`src/rtl/fab_clk_reset_seq_if.sv`:
```
// fab_clk_reset_seq_if
// Groups the lock/strap/flag-clear inputs and the staged reset/status outputs
// of the fabric reset sequencer. The clock and synchronous reset stay plain
// ports on the sequencer itself.
//   FAB_LOCK      CCC lock, asynchronous to the fabric clock
//   LOCK_BYPASS   static strap, 1 = treat lock as always good
//   CLEAR_FLAGS   one-cycle pulse clearing the sticky flags
//   CORE_RESET    active-high reset for core fabric logic
//   PERIPH_RESET  active-high reset for peripherals
//   READY         high only once both resets are released
//   LOCK_LOST     sticky: lock dropped after core reset release
//   LOCK_TIMEOUT  sticky: lock never arrived within the timeout
// Modports: slave = sequencer side, master = the side driving lock/strap/clear.
interface fab_clk_reset_seq_if;
    logic FAB_LOCK;
    logic LOCK_BYPASS;
    logic CLEAR_FLAGS;
    logic CORE_RESET;
    logic PERIPH_RESET;
    logic READY;
    logic LOCK_LOST;
    logic LOCK_TIMEOUT;

    modport slave (
        input  FAB_LOCK,
        input  LOCK_BYPASS,
        input  CLEAR_FLAGS,
        output CORE_RESET,
        output PERIPH_RESET,
        output READY,
        output LOCK_LOST,
        output LOCK_TIMEOUT
    );

    modport master (
        output FAB_LOCK,
        output LOCK_BYPASS,
        output CLEAR_FLAGS,
        input  CORE_RESET,
        input  PERIPH_RESET,
        input  READY,
        input  LOCK_LOST,
        input  LOCK_TIMEOUT
    );
endinterface

```
`src/rtl/fab_clk_reset_seq.sv`:
```
// fab_clk_reset_seq
// Staged reset sequencer on the fabric clock. Waits for the CCC lock (or the
// bypass strap), requires it to hold for STABLE_CYCLES, releases CORE_RESET,
// then after STAGE_GAP cycles releases PERIPH_RESET and raises READY. Any
// loss of lock drops back to full reset. Sticky LOCK_LOST / LOCK_TIMEOUT flags
// report problems to firmware.
// Ports:
//   FAB_CLK    fabric clock (only clock)
//   FAB_RESET  synchronous active-high reset
//   bus        fab_clk_reset_seq_if.slave (lock, strap, flag clear, outputs)
module fab_clk_reset_seq #(
    parameter int STABLE_CYCLES  = 1024,
    parameter int STAGE_GAP      = 16,
    parameter int TIMEOUT_CYCLES = 65535
) (
    input logic               FAB_CLK,
    input logic               FAB_RESET,
    fab_clk_reset_seq_if.slave bus
);
    localparam logic [15:0] STABLE_LAST  = 16'(STABLE_CYCLES - 1);
    localparam logic [15:0] GAP_LAST     = 16'(STAGE_GAP - 1);
    localparam logic [15:0] TIMEOUT_LAST = 16'(TIMEOUT_CYCLES - 1);

    typedef enum logic [1:0] {
        WAIT_LOCK = 2'd0,
        STABLE    = 2'd1,
        CORE_UP   = 2'd2,
        RUN       = 2'd3
    } state_t;

    state_t      state, state_nxt;
    logic [15:0] cnt, cnt_nxt;
    logic        sync_meta, lock_s;
    logic        started;
    logic        lock_ok;
    logic        lost_set, timeout_set;
    logic        core_reset_q, periph_reset_q, ready_q, lock_lost_q, lock_timeout_q;
    logic        core_reset_nxt, periph_reset_nxt, ready_nxt, lock_lost_nxt, lock_timeout_nxt;

    // The strap is static, so it is used directly without synchronizing.
    assign lock_ok = lock_s | bus.LOCK_BYPASS;

    always_ff @(posedge FAB_CLK) begin
        if (FAB_RESET) begin
            sync_meta      <= 1'b0;
            lock_s         <= 1'b0;
            started        <= 1'b0;
            state          <= WAIT_LOCK;
            cnt            <= 16'd0;
            core_reset_q   <= 1'b1;
            periph_reset_q <= 1'b1;
            ready_q        <= 1'b0;
            lock_lost_q    <= 1'b0;
            lock_timeout_q <= 1'b0;
        end else begin
            sync_meta      <= bus.FAB_LOCK;
            lock_s         <= sync_meta;
            started        <= 1'b1;
            state          <= state_nxt;
            cnt            <= cnt_nxt;
            core_reset_q   <= core_reset_nxt;
            periph_reset_q <= periph_reset_nxt;
            ready_q        <= ready_nxt;
            lock_lost_q    <= lock_lost_nxt;
            lock_timeout_q <= lock_timeout_nxt;
        end
    end

    always_comb begin
        state_nxt   = state;
        cnt_nxt     = cnt;
        lost_set    = 1'b0;
        timeout_set = 1'b0;
        case (state)
            WAIT_LOCK: begin
                // The first edge after reset release is an idle edge: the
                // FSM holds here with cnt=0, so bypass entry to STABLE and
                // the timeout count both start from edge 1.
                if (!started) begin
                    cnt_nxt = 16'd0;
                end else if (lock_ok) begin
                    state_nxt = STABLE;
                    cnt_nxt   = 16'd0;
                end else if (cnt == TIMEOUT_LAST) begin
                    timeout_set = 1'b1;
                end else begin
                    cnt_nxt = cnt + 16'd1;
                end
            end
            STABLE: begin
                if (!lock_ok) begin
                    state_nxt = WAIT_LOCK;
                    cnt_nxt   = 16'd0;
                end else if (cnt == STABLE_LAST) begin
                    state_nxt = CORE_UP;
                    cnt_nxt   = 16'd0;
                end else begin
                    cnt_nxt = cnt + 16'd1;
                end
            end
            CORE_UP: begin
                if (!lock_ok) begin
                    state_nxt = WAIT_LOCK;
                    cnt_nxt   = 16'd0;
                    lost_set  = 1'b1;
                end else if (cnt == GAP_LAST) begin
                    state_nxt = RUN;
                    cnt_nxt   = 16'd0;
                end else begin
                    cnt_nxt = cnt + 16'd1;
                end
            end
            RUN: begin
                if (!lock_ok) begin
                    state_nxt = WAIT_LOCK;
                    cnt_nxt   = 16'd0;
                    lost_set  = 1'b1;
                end
            end
            default: begin
                state_nxt = WAIT_LOCK;
                cnt_nxt   = 16'd0;
            end
        endcase

        // Outputs are registered from the next state so they change on the
        // same edge as the state transition.
        core_reset_nxt   = (state_nxt == WAIT_LOCK) || (state_nxt == STABLE);
        periph_reset_nxt = (state_nxt != RUN);
        ready_nxt        = (state_nxt == RUN);

        // Setting beats a coincident clear.
        lock_lost_nxt    = lost_set    | (lock_lost_q    & ~bus.CLEAR_FLAGS);
        lock_timeout_nxt = timeout_set | (lock_timeout_q & ~bus.CLEAR_FLAGS);
    end

    assign bus.CORE_RESET   = core_reset_q;
    assign bus.PERIPH_RESET = periph_reset_q;
    assign bus.READY        = ready_q;
    assign bus.LOCK_LOST    = lock_lost_q;
    assign bus.LOCK_TIMEOUT = lock_timeout_q;
endmodule

```
`src/flat_wrapper.sv`:
```
// flat-port wrapper written by rule: the top's interface ports become plain ports
module fab_clk_reset_seq_flat 
#(
    parameter int STABLE_CYCLES  = 1024,
    parameter int STAGE_GAP      = 16,
    parameter int TIMEOUT_CYCLES = 65535
)
  (FAB_CLK, FAB_RESET, bus_FAB_LOCK, bus_LOCK_BYPASS, bus_CLEAR_FLAGS, bus_CORE_RESET, bus_PERIPH_RESET, bus_READY, bus_LOCK_LOST, bus_LOCK_TIMEOUT);
  fab_clk_reset_seq_if bus_i ();
  input logic FAB_CLK;
  input logic FAB_RESET;
  input wire logic [$bits(bus_i.FAB_LOCK)-1:0] bus_FAB_LOCK;
  input wire logic [$bits(bus_i.LOCK_BYPASS)-1:0] bus_LOCK_BYPASS;
  input wire logic [$bits(bus_i.CLEAR_FLAGS)-1:0] bus_CLEAR_FLAGS;
  output wire logic [$bits(bus_i.CORE_RESET)-1:0] bus_CORE_RESET;
  output wire logic [$bits(bus_i.PERIPH_RESET)-1:0] bus_PERIPH_RESET;
  output wire logic [$bits(bus_i.READY)-1:0] bus_READY;
  output wire logic [$bits(bus_i.LOCK_LOST)-1:0] bus_LOCK_LOST;
  output wire logic [$bits(bus_i.LOCK_TIMEOUT)-1:0] bus_LOCK_TIMEOUT;
  assign bus_i.FAB_LOCK = bus_FAB_LOCK;
  assign bus_i.LOCK_BYPASS = bus_LOCK_BYPASS;
  assign bus_i.CLEAR_FLAGS = bus_CLEAR_FLAGS;
  assign bus_CORE_RESET = bus_i.CORE_RESET;
  assign bus_PERIPH_RESET = bus_i.PERIPH_RESET;
  assign bus_READY = bus_i.READY;
  assign bus_LOCK_LOST = bus_i.LOCK_LOST;
  assign bus_LOCK_TIMEOUT = bus_i.LOCK_TIMEOUT;
  fab_clk_reset_seq #(.STABLE_CYCLES(STABLE_CYCLES), .STAGE_GAP(STAGE_GAP), .TIMEOUT_CYCLES(TIMEOUT_CYCLES)) u_core (.FAB_CLK(FAB_CLK), .FAB_RESET(FAB_RESET), .bus(bus_i));
endmodule
```
`config.mk`:
```
export PLATFORM = sky130hd
export DESIGN_NAME = fab_clk_reset_seq_flat
export DESIGN_NICKNAME = d
export VERILOG_FILES = /design/src/rtl/fab_clk_reset_seq_if.sv /design/src/rtl/fab_clk_reset_seq.sv /design/src/flat_wrapper.sv
export SDC_FILE = /design/constraint.sdc
export NUM_CORES = 1
export LEC_CHECK = 0
export ABC_AREA = 1
export CELL_PAD_IN_SITES_DETAIL_PLACEMENT = 0
export CELL_PAD_IN_SITES_GLOBAL_PLACEMENT = 1
export CORE_MARGIN = 4
export CORE_UTILIZATION = 37
export DETAILED_ROUTE_END_ITERATION = 8
export PLACE_DENSITY_LB_ADDON = 0.1
export SETUP_SLACK_MARGIN = 0.05
export SKIP_CTS_REPAIR_TIMING = 1
export SYNTH_ARGS = -nofsm -noshare
export SYNTH_HDL_FRONTEND = slang
export SYNTH_SLANG_ARGS = --single-unit
export TNS_END_PERCENT = 50
```
`constraint.sdc`:
```
create_clock -name FAB_CLK -period 1.4 [get_ports FAB_CLK]
set_input_delay 0.42 -clock FAB_CLK [delete_from_list [all_inputs] [get_ports FAB_CLK]]
set_output_delay 0.42 -clock FAB_CLK [all_outputs]
set_load 0.03 [all_outputs]
```
==> run metrics <==
Fin Hold WS=410 ps; Clock Latency Late Sink=roughly 270 ps; Mapped Area=between 0.001 and 0.0015 sq mm; Final Hold Viols=0; drt first-iter violations=between 60 and 70; Slew @ Worst Pin=roughly 260 ps; Final ANT Viol Nets=0; DIE AREA=0.00486 sq mm; Switching Fraction=22.4%; post-synthesis sequential area ratio=36.9%; # diodes=0; Worst Setup SP=u_core.cnt[3]; clock power share=a little over a third; post-route cell area=approximately 0.0021 sq mm; Comb pwr share=8.8%; hold-critical path depth=2; reg2reg path depth=8; Root Buffer Master=clkbuf_8; post-detail-place hpwl=about 2.7 mm; post-synthesis mux area share=0%; Pint=0.00106 W; layout cells sized above 1=43.1%; first-pass GRT wire length=5.87 mm; sink of the worst hold path=u_core.lock_s; Setup-failing EPs final=16; final WL=between 3 and 4 mm; Starting Density=around 39%; dominant cell type by area after synthesis=dfxtp_1; slew margin rel.=82.5%; crit path launch type=flop; synth warn=0; Clock Sink Count=26; Synth cell types=31; Setup crit end kind=flop; leakage=between 0.8 and 0.9 nW; DIE WIDTH=approximately 70 um; outcome=complete, but fails checks; Synth Area in Compound Gates=just under 8%; violated checks=setup timing; clock slew at reported path FFs=roughly 90 ps; All-Layer GR Usage=between 10% and 20%; Tot Pwr=0.00136 W; WL/cell=around 12 um; Residual DRC=0; largest family of logic cells by synthesized area=simple AND/OR/NAND/NOR gates; post-synthesis xor/xnor area fraction=under 10%; CP Max Fanout=8; Die H=approximately 70 um; Nets=~260; placed cell area=approximately 0.0018 sq mm; max cap viols=0; CTS max path bufs=2; number of I/O pins=10; row count=22; vias per cell=between 4 and 5; RR Endpoint=u_core.cnt[12]; fin. max-slew vios=0; Post-Synth Adder-Cell Area=about 1.8%; period utilization=110%; setup slack, reg-to-reg=-130 ps; clock skew=around 5.6 ps; Max Fclk=between 600 and 700 MHz; pwr dens=around 640 mW/mm^2; critical path class=reg -> reg; core footprint=roughly 0.0037 sq mm; Worst R2R Start=u_core.cnt[3]; syn nets=about 210; fillcell total=about 360; via count=~1400; global route overflow=0; Gate Count Post-Synth=201; VDD IR-drop max=approximately 0.45 mV; WP data required=around 1600 ps; Post-Syn Area per Cell=approximately 7 sq um; Worst Min Path Start=u_core.sync_meta; Worst EP arrival=roughly 1700 ps; Seq cells post-synth=26; pin count of the biggest net entering global routing=15; Area Growth Syn to Fin=49.8%; CTS Buf Count=3; Synth Area in Simple Gates=between 30% and 40%; Hold Crit Class=reg -> reg; IO Port Bufs=9; gpl congestion=around 0.8; vias in the first global route=1343; post-layout min period=roughly 1500 ps; Sw Pwr=~0.00030 W; top cells by area, synth=dfxtp_1, nand2_1, nor2_1, inv_1, nor2_2; Pre-antenna DRT Iters=3; RSZ-0062 raised after global routing=true; H-tree levels=1; worst setup margin=-134 ps; antenna violations before repair=0; post-synth top area share=a little under two fifths; CTS tree=built; Seq pwr share=55.3%
[cell type report]
class                           count  area [sq um]  area share, %
Inverter                           30           123           5.81
Clock buffer                        4          55.1           2.61
Sequential cell                    26           531           25.1
Tap cell                           48          60.1           2.84
Timing Repair inverter              1          6.26          0.296
Timing Repair Buffer               51           423           20.0
Multi-Input combinational cell    141           915           43.3
[power by group through the flow]
| stage | Combinational [W] | Clock, W | Sequential, W |
|---|---|---|---|
| 2_1_floorplan | 0.0000526 | 0 | 0.000771 |
| 3_5_place_dp | 0.000101 | 0 | 0.000771 |
| 4_1_cts | 0.000101 | 0.000515 | 0.000754 |
| 6_report | 0.000120 | 0.000488 | 0.000752 |
| 5_1_grt | 0.000134 | 0.000549 | 0.000753 |
| 3_3_place_gp | 0.000100 | 0 | 0.000771 |
[layer usage]
metal  share of wire [%]  track usage (%)  wire [um]  up-vias
met3                 1.8             2.90         64        4
met1                  44             18.0       1560      616
met5                   0                0          0        -
li1                    -                -          -      726
met2                  53             27.0       1870        9
met4                0.88             3.83         31        0
[placed cells by master, fill, tap and decap left out, types with 2 or more instances in the layout]
cell              n
buf_4            42
o21ai_1           2
dfxtp_1          22
o21ai_0           2
nand3_1          10
a21oi_1           4
ha_4              2
inv_2             5
xor2_1            3
inv_1            23
inv_4             2
nor2_4            9
nor2_2           10
nand3_4           4
clkbuf_8          4
dfxtp_4           2
nor2_1           26
nand2_1          39
buf_6             4
nand4_1           3
o21bai_1          2
clkdlybuf4s50_1   3
a21oi_2           4
nand2_2           9
dfxtp_2           2
[worst max-delay path: stages, from the launching register on]
cell     delay (ps)
dfxtp_1         480
nand3_1         180
nor2_4          150
nand3_4         110
nand2_8         150
buf_6           140
nor2_4           40
xnor2_2         130
nor2_2           50
[registers in the layout (all words and copies together), names as in the netlist]
register,cells
u_core.bus.CORE_RESET,1
u_core.bus.LOCK_LOST,1
u_core.bus.LOCK_TIMEOUT,1
u_core.bus.PERIPH_RESET,1
u_core.bus.READY,1
u_core.cnt,16
u_core.lock_s,1
u_core.started,1
u_core.state,2
u_core.sync_meta,1
[worst max-delay path by stage]
stage / to / slack, ps
2_1_floorplan: u_core.cnt[9] / 0.7
3_3_place_gp: u_core.cnt[5] / -540
3_5_place_dp: u_core.cnt[5] / -590
4_1_cts: u_core.cnt[5] / -300
5_1_grt: u_core.cnt[13] / -270
6_report: u_core.cnt[12] / -130
[kinds of logic (layout without fill, tap and decap cells)]
group                      after synthesis  count (layout)
buffers and inverters                   34              86
DFF                                     26              26
xor gates and xnor gates                 5               5
adders and majority gates                2               2
AOI/OAI and AO/OA                       17              17
and+or+nand+nor                        117             117
[synth_stat cells (all sizes together)]
| library cell | count |
|---|---|
| xor2 | 3 |
| clkbuf | 1 |
| o31ai | 1 |
| nor2 | 45 |
| o21ai | 5 |
| nor3 | 2 |
| inv | 30 |
| nand4 | 3 |
| ha | 2 |
| nor3b | 1 |
| nand2 | 50 |
| a21oi | 8 |
| nand3 | 14 |
| buf | 3 |
| nand3b | 1 |
| and2 | 1 |
| dfxtp | 26 |
| xnor2 | 2 |
| o21bai | 3 |
[metrics by stage]
step | TNS (ps) | instances | worst slack (ps) | util, %
floorplan | 0 | 201 | 0.726 | -
detailed placement | -10060 | 292 | -591 | 50.5
global route | -3320 | 301 | -271 | 57.7
finish | -1660 | 301 | -134 | 57.7
global placement | -9270 | 292 | -537 | 50.5
CTS | -3890 | 296 | -295 | 52.0
Note: power is estimated with default switching activity, not from simulation.
